===== config.mk =====
export PLATFORM = sky130hd
export DESIGN_NAME = uart_adc_responder
export DESIGN_NICKNAME = d
export VERILOG_FILES = /design/src/rtl/uart_adc_responder.sv
export SDC_FILE = /design/constraint.sdc
export NUM_CORES = 1
export LEC_CHECK = 0
export ABC_AREA = 1
export BUFFER_PORTS_ARGS = -buffer_cell sky130_fd_sc_hd__buf_2
export CAP_MARGIN = 25
export CORE_MARGIN = 2
export CORE_UTILIZATION = 55
export DETAILED_ROUTE_END_ITERATION = 7
export PLACE_DENSITY = 0.83
export SLEW_MARGIN = 30
export SYNTH_ARGS = -nofsm -noshare
export SYNTH_HDL_FRONTEND = slang
export SYNTH_SLANG_ARGS = --single-unit

===== constraint.sdc =====
create_clock -name clk_clk -period 1.7 [get_ports clk_clk]
set_input_delay 0.34 -clock clk_clk [delete_from_list [all_inputs] [get_ports clk_clk]]
set_output_delay 0.34 -clock clk_clk [all_outputs]
set_load 0.05 [all_outputs]

===== src/rtl/uart_adc_responder.sv =====
// Command responder between a UART byte stream and a 12-bit ADC: 'S'/'B' stream samples, 0x3F identifies, others NAK.
// Reply byte valid one cycle after command/length accept; tx byte held until tx_ready, rx stalled outside IDLE/GET_LEN.
module uart_adc_responder #(
   parameter logic [7:0] ID_BYTE  = 8'h41,
   parameter logic [7:0] NAK_BYTE = 8'hEE
) (
   input  logic        clk_clk,
   input  logic        reset_reset,
   input  logic [7:0]  rx_data,
   input  logic        rx_valid,
   input  logic        rx_error,
   output logic        rx_ready,
   output logic [7:0]  tx_data,
   output logic        tx_valid,
   output logic        tx_error,
   input  logic        tx_ready,
   input  logic [11:0] adc_data,
   input  logic        adc_valid,
   output logic        busy,
   output logic [7:0]  err_cnt
);

   typedef enum logic [2:0] {
      IDLE, GET_LEN, SEND_HDR, WAIT_ADC, SEND_HI, SEND_LO, SEND_ONE
   } state_t;

   state_t      state_q, state_d;
   logic [8:0]  cnt_q, cnt_d;
   logic [11:0] sample_q, sample_d;
   logic [7:0]  err_cnt_q, err_cnt_d;
   logic        tx_valid_q, tx_valid_d;
   logic [7:0]  tx_data_q, tx_data_d;
   logic        rx_fire, tx_fire;

   assign rx_ready = (state_q == IDLE) || (state_q == GET_LEN);
   assign rx_fire  = rx_valid && rx_ready;
   assign tx_fire  = tx_valid_q && tx_ready;
   assign tx_valid = tx_valid_q;
   assign tx_data  = tx_data_q;
   assign tx_error = 1'b0;
   assign busy     = (state_q != IDLE);
   assign err_cnt  = err_cnt_q;

   always_comb begin
      state_d    = state_q;
      cnt_d      = cnt_q;
      sample_d   = sample_q;
      err_cnt_d  = err_cnt_q;
      tx_valid_d = tx_valid_q;
      tx_data_d  = tx_data_q;

      if (rx_fire && rx_error && (err_cnt_q != 8'hFF)) begin
         err_cnt_d = err_cnt_q + 8'd1;
      end

      case (state_q)
         IDLE: begin
            if (rx_fire && !rx_error) begin
               case (rx_data)
                  8'h53: begin
                     cnt_d      = 9'd1;
                     state_d    = SEND_HDR;
                     tx_valid_d = 1'b1;
                     tx_data_d  = 8'hA5;
                  end
                  8'h42: state_d = GET_LEN;
                  8'h3F: begin
                     state_d    = SEND_ONE;
                     tx_valid_d = 1'b1;
                     tx_data_d  = ID_BYTE;
                  end
                  default: begin
                     state_d    = SEND_ONE;
                     tx_valid_d = 1'b1;
                     tx_data_d  = NAK_BYTE;
                  end
               endcase
            end
         end
         GET_LEN: begin
            if (rx_fire) begin
               if (rx_error) begin
                  state_d = IDLE;
               end else begin
                  // Length 0 encodes a full 256-sample burst.
                  cnt_d      = (rx_data == 8'h00) ? 9'd256 : {1'b0, rx_data};
                  state_d    = SEND_HDR;
                  tx_valid_d = 1'b1;
                  tx_data_d  = 8'hA5;
               end
            end
         end
         SEND_HDR: begin
            if (tx_fire) begin
               state_d    = WAIT_ADC;
               tx_valid_d = 1'b0;
            end
         end
         WAIT_ADC: begin
            if (adc_valid) begin
               sample_d   = adc_data;
               state_d    = SEND_HI;
               tx_valid_d = 1'b1;
               tx_data_d  = {4'h0, adc_data[11:8]};
            end
         end
         SEND_HI: begin
            if (tx_fire) begin
               state_d   = SEND_LO;
               tx_data_d = sample_q[7:0];
            end
         end
         SEND_LO: begin
            if (tx_fire) begin
               cnt_d      = cnt_q - 9'd1;
               tx_valid_d = 1'b0;
               state_d    = (cnt_q == 9'd1) ? IDLE : WAIT_ADC;
            end
         end
         SEND_ONE: begin
            if (tx_fire) begin
               state_d    = IDLE;
               tx_valid_d = 1'b0;
            end
         end
         default: begin
            state_d    = IDLE;
            tx_valid_d = 1'b0;
         end
      endcase
   end

   always_ff @(posedge clk_clk) begin
      if (reset_reset) begin
         state_q    <= IDLE;
         cnt_q      <= '0;
         sample_q   <= '0;
         err_cnt_q  <= '0;
         tx_valid_q <= 1'b0;
         tx_data_q  <= '0;
      end else begin
         state_q    <= state_d;
         cnt_q      <= cnt_d;
         sample_q   <= sample_d;
         err_cnt_q  <= err_cnt_d;
         tx_valid_q <= tx_valid_d;
         tx_data_q  <= tx_data_d;
      end
   end

endmodule


==> results.py <==
metrics = {
    "routing": {
        "wl_per_cell_um": 11.56,
        "routed_via_density": 5.018,
        "ant_nets": 0,
        "routed_wirelength_mm": 5.757,
        "dr.pass1.iters": 4,
        "drt-initial-drc-count": 110,
        "via_count": 2499,
        "drc": 0,
    },
    "critical_path": {
        "cp-start-kind": "flop",
        "crit_chain": "buf_4, nor2_8, nand2_2, nand2_4, buf_6",
        "worstReg2RegEnd": "cnt_q[2]",
        "required_ns": 1.36,
        "worstRegToRegCells": 8,
        "arrival_ns": 1.28,
        "cp_max_fo": 6,
        "slowest_stage": "dfxtp_1",
        "timing.reg2reg.setup_slack_ns": 0.15,
        "cpPeakStageDelay_ns": 0.36,
        "end_kind": "output port",
        "crit_type": "flop to output port",
        "timing.rr.start": "state_q[1]",
    },
    "cts": {
        "h-tree-depth": 2,
        "cts_tree": "built",
        "clock-root-buffer": "clkbuf_8",
        "cts.sinks": 37,
        "clockBufferDepth": 2,
        "clk_pin_slew_worst_paths_ns": 0.08,
        "numCtsBuffers": 5,
        "clock_latency_ns": 0.29,
    },
    "worst_hold_path": {
        "hold_path_class": "input pin to flop",
        "worstHoldStart": "adc_data[3]",
        "hold_end": "sample_q[3]",
        "min_path_cells": 3,
    },
    "placement": {
        "place_area_sq_um": 2711,
        "hpwl_mm": 4.393,
        "gp_congestion": 0.8829,
        "io_buffers": 44,
    },
    "synth": {
        "synth_async_sr_flop_share": 0,
        "synth_edf_count": 0,
        "synthTopCellsByCount": "nand2_1, nor2_1, inv_1",
        "syn_inst": 393,
        "synth_area_leaders": "dfxtp_1, nand2_1, nor2_1",
        "ys_warn_count": 0,
        "synth.yosys.seq_area_share": 0.3085,
        "ys_seq_elements": 37,
        "synthDistinctLibCells": 29,
        "synth_area_leader_cell": "dfxtp_1",
        "syn_area_sq_um": 2401,
        "synth_top_flop_cell": "dfxtp_1",
        "syn_avg_cell_area_sq_um": 6.110,
        "syn_nets": 422,
        "yosysMostFrequentCell": "nand2_1",
        "synth_top_area_share": 0.3085,
    },
    "global_route": {
        "grtUsageMet1": 0.2995,
        "grt.met3_usage": 0.03463,
        "antenna_found_initial": 0,
        "grt.busiest_layer": "met2",
        "grt_pass1_wl_mm": 9.646,
        "grt_max_degree": 18,
        "use_met2": 0.4360,
        "grt_pass1_vias": 2247,
        "overflow": 0,
        "track_usage": 0.2411,
    },
    "power": {
        "p_per_area_nw_per_um2": 1879,
        "p_leak_nw": 1.476,
        "ir_drop_uv": 917.6,
    },
    "timing": {
        "setup_tns_ns": 0,
        "maxSlewViolCount": 0,
        "fmax_mhz": 618.0,
        "fin_worst_skew_ns": 0.006560,
        "fin_crit_ns": 1.618,
        "fin_crit_sh": 0.9518,
        "setup_violations": 0,
        "hold_viol": 0,
        "rsz0062_at_grt": "no",
    },
    "die": {
        "dieWidth_um": 70.07,
        "coreArea_sq_um": 4264,
        "initial_core_util": 0.5631,
        "fp.dieArea_sq_um": 4910,
        "fp-row-count": 24,
        "die_h_um": 70.07,
        "io_pins": 46,
    },
    "finish": {
        "antenna_cells": 0,
        "area_delta_synth_final_pct": 18.81,
        "layout.nets": 474,
        "fin_area_sq_um": 2853,
        "fill_cells": 381,
        "drive_above_1_share": 0.2085,
    },
    "outcome": {
        "status": "complete, no violations",
    },
    "run": {
        "max_cap_violations": 0,
    },
}
[cell type report]
class	count	area (sq um)	share of cell area
well taps	52	65.06	0.02281
flip-flops and latches	37	748.2	0.2623
inverters	47	176.4	0.06184
repair buffers	59	339.1	0.1189
clock inverters	2	37.54	0.01316
clock buffers	6	82.58	0.02895
multi-input cells	295	1404	0.4921
[layout by cell type, fill, tap and decap left out, drive strengths merged, types with 2 or more instances in the layout]
| cell type | Yosys | routed |
|---|---|---|
| a21oi | 28 | 28 |
| buf | 11 | 59 |
| clkbuf | 3 | 6 |
| dfxtp | 37 | 37 |
| ha | 3 | 3 |
| inv | 47 | 47 |
| nand2 | 125 | 125 |
| nand3 | 36 | 36 |
| nand4 | 2 | 2 |
| nor2 | 72 | 72 |
| nor3 | 2 | 2 |
| o21ai | 13 | 13 |
| o21bai | 2 | 2 |
| o22ai | 4 | 4 |
| xnor2 | 3 | 3 |
| xor2 | 2 | 2 |
[power breakdown]
group          internal [mW]  switching, mW  total (mW)
sequential              1.11          0.190        1.30
combinational           1.07           2.19        3.26
clock                  0.477          0.322       0.799
total                   2.66           2.70        5.36
[critical path, delay by kind of cell, from the launching register on]
kind                   cells  cell delay [ns]
flip-flops                 1             0.36
buffers and inverters      2             0.32
AND/OR/NAND/NOR            3             0.32
[timing repair]
item,4_1_cts,5_1_grt
pin swaps,0,1
resized for setup,5,1
buffers inserted,0,1
hold buffers,0,0
setup endpoints to repair,1,1
[registers in the layout (all words and copies together) (netlist names)]
name / count
tx_data: 8
err_cnt: 8
sample_q: 8
tx_valid: 1
cnt_q: 9
state_q: 3
[per-stage QoR]
stage                     utilization  worst slack, ns  hold slack [ns]  total power, mW  instances
after global placement         0.6359           0.1158           0.4439            4.427        489
after global routing           0.6690         0.002520           0.3236            5.838        498
final                          0.6690          0.08188           0.3128            5.361        498
after CTS                      0.6667          0.01985           0.3064            5.335        497
after detailed placement       0.6359          0.05113           0.4470            4.470        489
after floorplan                     -          0.01753           0.4247            3.898        393
[worst max path at each step]
stage	end	from	cells after the start
final	rx_ready	state_q[1]	5
after global routing	tx_data[1]	state_q[1]	10
after detailed placement	err_cnt[3]	state_q[0]	9
after CTS	rx_ready	state_q[1]	5
after global placement	err_cnt[3]	state_q[0]	9
after floorplan	err_cnt[5]	err_cnt[3]	6
[layer usage]
metal | up-vias | share of wire
li1 | 1323 | -
met1 | 1104 | 0.44
met2 | 66 | 0.50
met3 | 6 | 0.050
met4 | 0 | 0.0090
met5 | - | 0
[logic make-up (layout without fill, tap and decap cells)]
| family | Yosys count | after routing | share of synthesized area |
|---|---|---|---|
| buf+inv | 61 | 114 | 0.1110 |
| fa+ha+maj | 3 | 3 | 0.01563 |
| other cells | 1 | 1 | 0.001562 |
| compound gates | 47 | 47 | 0.1068 |
| flops | 37 | 37 | 0.3085 |
| xor+xnor | 5 | 5 | 0.01824 |
| simple gates | 239 | 239 | 0.4383 |
No activity file was read; power rests on OpenSTA's default activity.
